### src/rtl/pipe_hazard_ctrl_pkg.sv
// Shared constants for the MIPS pipeline hazard controller and the MDU datapath.
// The multiply/divide latencies are defined here so that both sides agree on them.
package pipe_hazard_ctrl_pkg;

  localparam logic [1:0] TUSE_NONE    = 2'd3;
  localparam logic [4:0] EPC_IDX      = 5'd14;
  localparam int         MULT_CYC_DEF = 5;
  localparam int         DIV_CYC_DEF  = 10;
  localparam int         CNT_W_DEF    = 4;

endpackage

### src/rtl/pipe_hazard_ctrl_mdu_busy_timer.sv
// Busy counter for the multi-cycle multiply/divide unit.
// A start loads the latency for the operation; the counter then runs down to zero.
module mdu_busy_timer
  import pipe_hazard_ctrl_pkg::*;
#(
  parameter int MULT_CYC = MULT_CYC_DEF,
  parameter int DIV_CYC  = DIV_CYC_DEF,
  parameter int CNT_W    = CNT_W_DEF
) (
  input  logic clk,
  input  logic reset,
  input  logic start,
  input  logic sel_div,
  output logic busy
);

  logic [CNT_W-1:0] cnt;
  logic [CNT_W-1:0] cnt_nxt;

  always_comb begin
    cnt_nxt = cnt;
    if (reset) begin
      cnt_nxt = '0;
    end else if (start) begin
      // div wins when decode raises both start lines
      cnt_nxt = sel_div ? CNT_W'(DIV_CYC) : CNT_W'(MULT_CYC);
    end else if (cnt != '0) begin
      cnt_nxt = cnt - 1'b1;
    end
  end

  always_ff @(posedge clk) begin
    cnt  <= cnt_nxt;
    busy <= (cnt_nxt != '0);
  end

endmodule

### src/rtl/pipe_hazard_ctrl.sv
// Stall/flush sequencer for the 5-stage pipeline: Tuse/Tnew register hazards,
// MDU busy stalls, ERET/EPC ordering and CP0 request override.
module pipe_hazard_ctrl
  import pipe_hazard_ctrl_pkg::*;
#(
  parameter int MULT_CYC = MULT_CYC_DEF,
  parameter int DIV_CYC  = DIV_CYC_DEF,
  parameter int CNT_W    = CNT_W_DEF
) (
  input  logic        clk,
  input  logic        reset,
  input  logic [4:0]  d_rs,
  input  logic [4:0]  d_rt,
  input  logic [1:0]  d_tuse_rs,
  input  logic [1:0]  d_tuse_rt,
  input  logic [4:0]  e_wa,
  input  logic [1:0]  e_tnew,
  input  logic [4:0]  m_wa,
  input  logic [1:0]  m_tnew,
  input  logic        d_is_md,
  input  logic        e_start_mult,
  input  logic        e_start_div,
  input  logic        d_is_eret,
  input  logic        e_mtc0_epc,
  input  logic        m_mtc0_epc,
  input  logic        req,
  output logic        pc_en,
  output logic        d_we,
  output logic        d_clr,
  output logic        e_we,
  output logic        e_clr,
  output logic        e_int,
  output logic        m_we,
  output logic        mdu_busy,
  output logic        mdu_start,
  output logic [31:0] stall_cnt
);

  function automatic logic src_hazard(input logic [4:0] idx, input logic [1:0] tuse,
                                      input logic [4:0] ewa, input logic [1:0] etn,
                                      input logic [4:0] mwa, input logic [1:0] mtn);
    // $0 never carries a dependency; TUSE_NONE can never be exceeded by a 2-bit Tnew
    if (idx == 5'd0 || tuse == TUSE_NONE) return 1'b0;
    return (ewa == idx && etn > tuse) || (mwa == idx && mtn > tuse);
  endfunction

  function automatic logic [31:0] sat_inc(input logic [31:0] v);
    return (v == 32'hFFFF_FFFF) ? v : v + 32'd1;
  endfunction

  logic s_rs, s_rt, s_md, s_eret, stall;

  assign s_rs   = src_hazard(d_rs, d_tuse_rs, e_wa, e_tnew, m_wa, m_tnew);
  assign s_rt   = src_hazard(d_rt, d_tuse_rt, e_wa, e_tnew, m_wa, m_tnew);
  assign s_md   = d_is_md && (mdu_busy || e_start_mult || e_start_div);
  assign s_eret = d_is_eret && (e_mtc0_epc || m_mtc0_epc);

  // req always wins; reset forces the pipeline to free-run
  assign stall = (s_rs | s_rt | s_md | s_eret) & ~req & ~reset;

  assign pc_en     = ~stall;
  assign d_we      = ~stall;
  assign e_clr     = stall;
  assign e_we      = 1'b1;
  assign m_we      = 1'b1;
  assign e_int     = req;
  assign d_clr     = d_is_eret & ~stall & ~req & ~reset;
  assign mdu_start = (e_start_mult | e_start_div) & ~req & ~reset;

  mdu_busy_timer #(
    .MULT_CYC (MULT_CYC),
    .DIV_CYC  (DIV_CYC),
    .CNT_W    (CNT_W)
  ) u_busy_timer (
    .clk     (clk),
    .reset   (reset),
    .start   (mdu_start),
    .sel_div (e_start_div),
    .busy    (mdu_busy)
  );

  always_ff @(posedge clk) begin
    if (reset)      stall_cnt <= '0;
    else if (stall) stall_cnt <= sat_inc(stall_cnt);
  end

  // decode never issues a new mult/div while the previous one is still running
  a_md_no_restart: assert property (@(posedge clk) disable iff (reset)
    !((e_start_mult || e_start_div) && mdu_busy));

endmodule
### config.mk
export PLATFORM = sky130hd
export DESIGN_NAME = pipe_hazard_ctrl
export DESIGN_NICKNAME = d
export VERILOG_FILES = /design/src/rtl/pipe_hazard_ctrl_pkg.sv /design/src/rtl/pipe_hazard_ctrl_mdu_busy_timer.sv /design/src/rtl/pipe_hazard_ctrl.sv
export SDC_FILE = /design/constraint.sdc
export NUM_CORES = 1
export LEC_CHECK = 0
export CAP_MARGIN = 20
export CORE_MARGIN = 1.5
export CORE_UTILIZATION = 51
export DETAILED_ROUTE_END_ITERATION = 7
export PLACE_DENSITY = 0.86
export RECOVER_POWER = 50
export SETUP_SLACK_MARGIN = 0.1
export SLEW_MARGIN = 0
export SYNTH_ARGS = -nofsm -noshare
export SYNTH_HDL_FRONTEND = slang
export SYNTH_SLANG_ARGS = --single-unit
### constraint.sdc
create_clock -name clk -period 6.9 [get_ports clk]
set_input_delay 0.69 -clock clk [delete_from_list [all_inputs] [get_ports clk]]
set_output_delay 0.69 -clock clk [all_outputs]
set_load 0.02 [all_outputs]
==> out/metrics.cfg, run 1 <==
[critical_path]
arrival_ns=4.45
critical_path.startpoint_type=input port
cp_max_fo=55
critPathKind=input port to primary output
end_kind=primary output
worstPathRequired_ns=6.21

[power_and_ir_drop]
p_comb_frac=0.209
p_switching_mw=0.156
leakage_nw=1.30
p_int_mw=0.423
power-per-cell-area_mw_per_mm2=171
power_frac_seq=0.392
netSwitchingFraction=0.270
ir_drop_mv=0.102
clockPowerShare=0.399

[placed_design]
dpl_cell_area_sq_mm=0.00327
port_buffers=75
dp.cells=444
gp_congestion=0.898
dp_hpwl_microns=4850

[floorplanning]
chipWidth_microns=73.8
initial_core_util=0.535
die_h_microns=73.8
ios=78
core-area_sq_mm=0.00479
die_area_sq_mm=0.00545
fp-row-count=25

[outcome]
status=finished clean

[clock_tree]
root_buffer=clkbuf_8
insertion_delay_ns=0.29
postCtsHoldBufs=0
path_clk_slew_ns=0.08
htreeDepth=2
post_cts_resized=0
clock_sinks=37
cts_tree=built
post-cts-setup-buffer-count=0
clockBufferDepth=2
cts_buffers=5

[grt]
grtUsageTotal=0.255
grt_max_degree=56
grt_pass1_vias=2418
gr-total-overflow=0
grt_pass1_wl_microns=10800
grtUsageMet1=0.321
met3_usage=0.0508
grt_antenna_before_repair=0
met2_usage=0.431
grt_busiest_layer=met2

[synth]
synth-edff-count=0
synth-seq-cells=37
async_flop_share=0
synthFlopType=dfxtp_1
yosys_warnings=0
synth.distinct_cells=45
synth_cells=320
ys_seq_area_frac=0.289
synth_area_sq_mm=0.00256
synth.avg_cell_area_sq_um=8.00

[finish]
diodes=0
fin_nets=431
post-route-util=0.711
fill_cells=402
design_area_sq_mm=0.00340
syn_to_final_growth_pct=32.9
instances_no_fill=452
drive_gt1_frac=0.0779

[timing]
rsz0062_at_grt=false
setup_viol_count_final=0
skew_ns=0.00919
fin_crit_ns=5.14
finalSetupTns_ns=0
max_freq_mhz=195
tightest_slew_ns=1.04
slew_headroom=0.306
hold_viol_final=0
finalMaxSlewViolations=0
period_share=0.745

[worst_hold_path]
hold_path.class=flop to flop

[drt]
vias_per_cell=5.75
drc=0
drtIter0Drc=212
first_pass_iters=4
vias=2599
wl_microns=6590
routedWlPerCell_microns=14.6
drtAntennaViolNets=0

[run]
drv_cap=0

kinds of logic after synthesis:
group / share of synthesized area
compound gates: 0.172
xor+xnor: 0.0719
fa+ha+maj: 0.0489
buf+inv: 0.0778
flops: 0.289
mux: 0.0362
other cells: 0.00147
simple gates: 0.303
power by group through the flow:
stage / Sequential, mW / Combinational (mW) / Clock, mW
6_report: 0.227 / 0.121 / 0.231
5_1_grt: 0.229 / 0.133 / 0.245
4_1_cts: 0.228 / 0.123 / 0.233
3_5_place_dp: 0.233 / 0.121 / 0
3_3_place_gp: 0.232 / 0.118 / 0
2_1_floorplan: 0.236 / 0.0725 / 0
critical path, stage by stage:
cell,delay [ns]
dlygate4sd3_1,0.91
clkbuf_1,0.84
inv_1,0.17
nand2_1,0.17
nor2_1,0.07
o21a_1,0.09
or3_1,0.45
clkinv_4,0.34
clkdlybuf4s50_1,0.68
placed cells by master, fill, tap and decap left out, types with 8 or more instances in the layout:
cell type | Yosys | layout
inv_1 | 14 | 14
nand4_1 | 20 | 20
o21ai_2 | 10 | 10
a21oi_1 | 32 | 32
xnor2_1 | 13 | 13
ha_1 | 10 | 10
dfxtp_1 | 37 | 37
o21ai_0 | 11 | 11
clkdlybuf4s50_1 | 0 | 40
dlygate4sd3_1 | 0 | 35
xor2_1 | 8 | 8
nor2_1 | 27 | 27
or3_1 | 19 | 19
and3_1 | 8 | 8
nand2_1 | 22 | 22
nand3_1 | 11 | 11
routing by layer:
metal	wire length (microns)	share of wire
met5	0	0
met4	115	0.017
met3	294	0.045
met2	3220	0.49
met1	2960	0.45
cell usage after synthesis, drive strengths merged, types with 2 or more instances:
cell type,count,share of area
dfxtp,37,0.29
a21oi,32,0.063
nor2,27,0.040
nand2,22,0.032
o21ai,21,0.056
nand4,20,0.049
or3,19,0.046
inv,14,0.021
xnor2,13,0.044
buf,12,0.042
nand3,11,0.022
ha,10,0.049
and3,8,0.020
clkbuf,8,0.012
xor2,8,0.027
or4,7,0.021
mux2,6,0.032
nor2b,6,0.015
nor3,5,0.016
nor4,5,0.015
o31ai,5,0.015
and2,3,0.0073
and4,3,0.010
o21a,3,0.0088
o311ai,2,0.0068
o41ai,2,0.0068
worst paths after layout:
kind	from	endpoint	slack (ns)	cells past startpoint
min reg2reg	stall_cnt[19]	stall_cnt[19]	0.49	2
max reg2reg	stall_cnt[0]	stall_cnt[13]	4.09	8
min	stall_cnt[19]	stall_cnt[19]	0.49	2
max	reset	d_we	1.76	9
cell type report:
type / count / area, sq um / area share
Clock buffer: 5 / 68.8 / 0.0202
Clock inverter: 3 / 68.8 / 0.0202
Inverter: 15 / 61.3 / 0.0180
Multi-Input combinational cell: 249 / 1620 / 0.477
Sequential cell: 37 / 741 / 0.218
Tap cell: 67 / 83.8 / 0.0247
Timing Repair Buffer: 76 / 754 / 0.222
sequential cells by signal (all words and copies together), names as in the netlist:
register / flops
stall_cnt: 32
u_busy_timer.cnt: 4
u_busy_timer.busy: 1
per-stage QoR:
step	hold slack, ns	setup WS, ns	total power, mW
3_3_place_gp	0.473	2.51	0.350
6_report	0.487	1.76	0.580
4_1_cts	0.496	2.43	0.583
3_5_place_dp	0.483	2.44	0.353
5_1_grt	0.512	1.45	0.606
2_1_floorplan	0.555	3.78	0.308
Note: power is estimated with default switching activity, not from simulation.
==> run 2: changes to the inputs <==
--- a/config.mk
+++ b/config.mk
@@ -7,9 +7,9 @@
 export LEC_CHECK = 0
 export CAP_MARGIN = 20
 export CORE_MARGIN = 1.5
-export CORE_UTILIZATION = 51
+export CORE_UTILIZATION = 47
 export DETAILED_ROUTE_END_ITERATION = 7
-export PLACE_DENSITY = 0.86
+export PLACE_DENSITY = 0.8
 export RECOVER_POWER = 50
 export SETUP_SLACK_MARGIN = 0.1
 export SLEW_MARGIN = 0
==> constraint.sdc (replaced) <==
create_clock -name clk -period 5 [get_ports clk]
set_input_delay 0.5 -clock clk [delete_from_list [all_inputs] [get_ports clk]]
set_output_delay 0.5 -clock clk [all_outputs]
set_load 0.02 [all_outputs]
==> run 2 against run 1 <==
Against the previous run: first-iteration DRC count decreased by 2.8%; sequential power up 38%; sequential share of layout area increased by 0.088 points; power increased by 30%; global-route usage down 3.5 points; critical endpoint unchanged; largest cell class unchanged; highest routed layer unchanged.
==> out/metrics.cfg, run 2 (synthesized netlist as in run 1, its figures left out) <==
[drt]
vias=2557
vias_per_cell=5.62
first_pass_iters=4
drtAntennaViolNets=0
routed.top_layer=met4
met2_length_microns=2910
drt-met1-wl_microns=2840
routedWlPerCell_microns=13.7
wl_microns=6220
dr_wl_met3_microns=308
drtIter0Drc=206
drc=0

[clock_tree]
postCtsHoldBufs=0
cts_tree=built
root_buffer=clkbuf_8
path_clk_slew_ns=0.08
post_cts_resized=0
cts_buffers=5
post-cts-setup-buffer-count=0
htreeDepth=2
insertion_delay_ns=0.29
clockBufferDepth=2
clock_sinks=37

[grt]
grt_pass1_vias=2324
gr-total-overflow=0
grt_max_degree=56
grtUsageTotal=0.220
grt_antenna_before_repair=0
grt_pass1_wl_microns=10700

[outcome]
status=finished clean

[timing]
setup_viol_count_final=0
hold_viol_final=0
finalMaxSlewViolations=0
period_share=0.776
slew_headroom=0.365
hold_ws_ns=0.489
finalSetupTns_ns=0
tightest_slew_ns=0.948
max_freq_mhz=258
rsz0062_at_grt=false
fin_crit_ns=3.88
skew_ns=0.00425

[placed_design]
port_buffers=75
gp_congestion=0.929
dp_hpwl_microns=4660
dp.cells=447

[run]
drv_cap=0

[power_and_ir_drop]
ir_drop_mv=0.153
leakage_nw=1.30
power-per-cell-area_mw_per_mm2=222

[critical_path]
worstPathRequired_ns=4.50
critPathKind=input port to primary output
r2r_slack_ns=2.24
arrival_ns=3.38
end_kind=primary output
critical_path.startpoint_type=input port
cp_max_fo=55

[floorplanning]
fp-row-count=26
die_h_microns=76.8
die_area_sq_mm=0.00590
chipWidth_microns=76.8
core-area_sq_mm=0.00517
initial_core_util=0.495
ios=78

[finish]
mostFrequentLayoutCells=clkdlybuf4s50_1 (41), dfxtp_1 (37), dlygate4sd3_1 (34)
final_common_cell=clkdlybuf4s50_1
instances_no_fill=455
reg_top3=stall_cnt (32), u_busy_timer.cnt (4), u_busy_timer.busy (1)
regMostFlops=stall_cnt
syn_to_final_growth_pct=32.4
largest_reg_flops=32
drive_gt1_frac=0.0779
diodes=0
fin_nets=431

[worst_hold_path]
hold_path.class=flop to flop

[run 2: cell count changes in the layout (fill, tap and decap cells not counted)]
cell and change:
buf_4 +1, bufinv_16 -1, clkbuf_8 +1, clkdlybuf4s50_1 +1, dlygate4sd3_1 -1, inv_6 -1
[run 2: path summary, 6_finish.rpt]
kind / startpoint / end / depth (start not counted)
max: d_tuse_rt[1] / d_we / 10
min: stall_cnt[23] / stall_cnt[23] / 2
max reg2reg: stall_cnt[0] / stall_cnt[13] / 8
min reg2reg: stall_cnt[23] / stall_cnt[23] / 2
[run 2: cell type report]
class | instances | area, sq um
Clock buffer | 7 | 86.3
Multi-Input combinational cell | 249 | 1620
Clock inverter | 1 | 30.0
Timing Repair Buffer | 76 | 758
Inverter | 15 | 61.3
Fill cell | 447 | 1790
Sequential cell | 37 | 741
Tap cell | 70 | 87.6
[run 2: per-stage QoR]
| step | area [sq um] | util | setup slack (ns) | power, mW |
|---|---|---|---|---|
| 2_1_floorplan | 2560 | - | 2.26 | 0.425 |
| 3_3_place_gp | 3270 | 0.632 | 1.19 | 0.484 |
| 3_5_place_dp | 3270 | 0.632 | 1.12 | 0.487 |
| 4_1_cts | 3390 | 0.655 | 1.11 | 0.758 |
| 5_1_grt | 3390 | 0.655 | 0.916 | 0.794 |
| 6_report | 3390 | 0.655 | 1.12 | 0.751 |
[run 2: where the power goes]
group	total [mW]	switching, mW	internal [mW]
Clock	0.273	0.110	0.163
Sequential	0.314	0.00744	0.306
Combinational	0.165	0.0872	0.0774
[run 2: critical path: stages]
cell	delay, ns
clkdlybuf4s50_1	0.48
inv_1	0.07
ha_1	0.30
nand2_1	0.08
nand4_1	0.09
nor4_1	0.36
o211a_1	0.22
or3_1	0.27
clkinv_4	0.36
clkdlybuf4s50_1	0.65
[run 2: layer usage]
layer	up-vias	global-route usage
met5	-	0
met4	0	0.100
met3	17	0.0440
met2	77	0.348
met1	1166	0.286
li1	1297	-
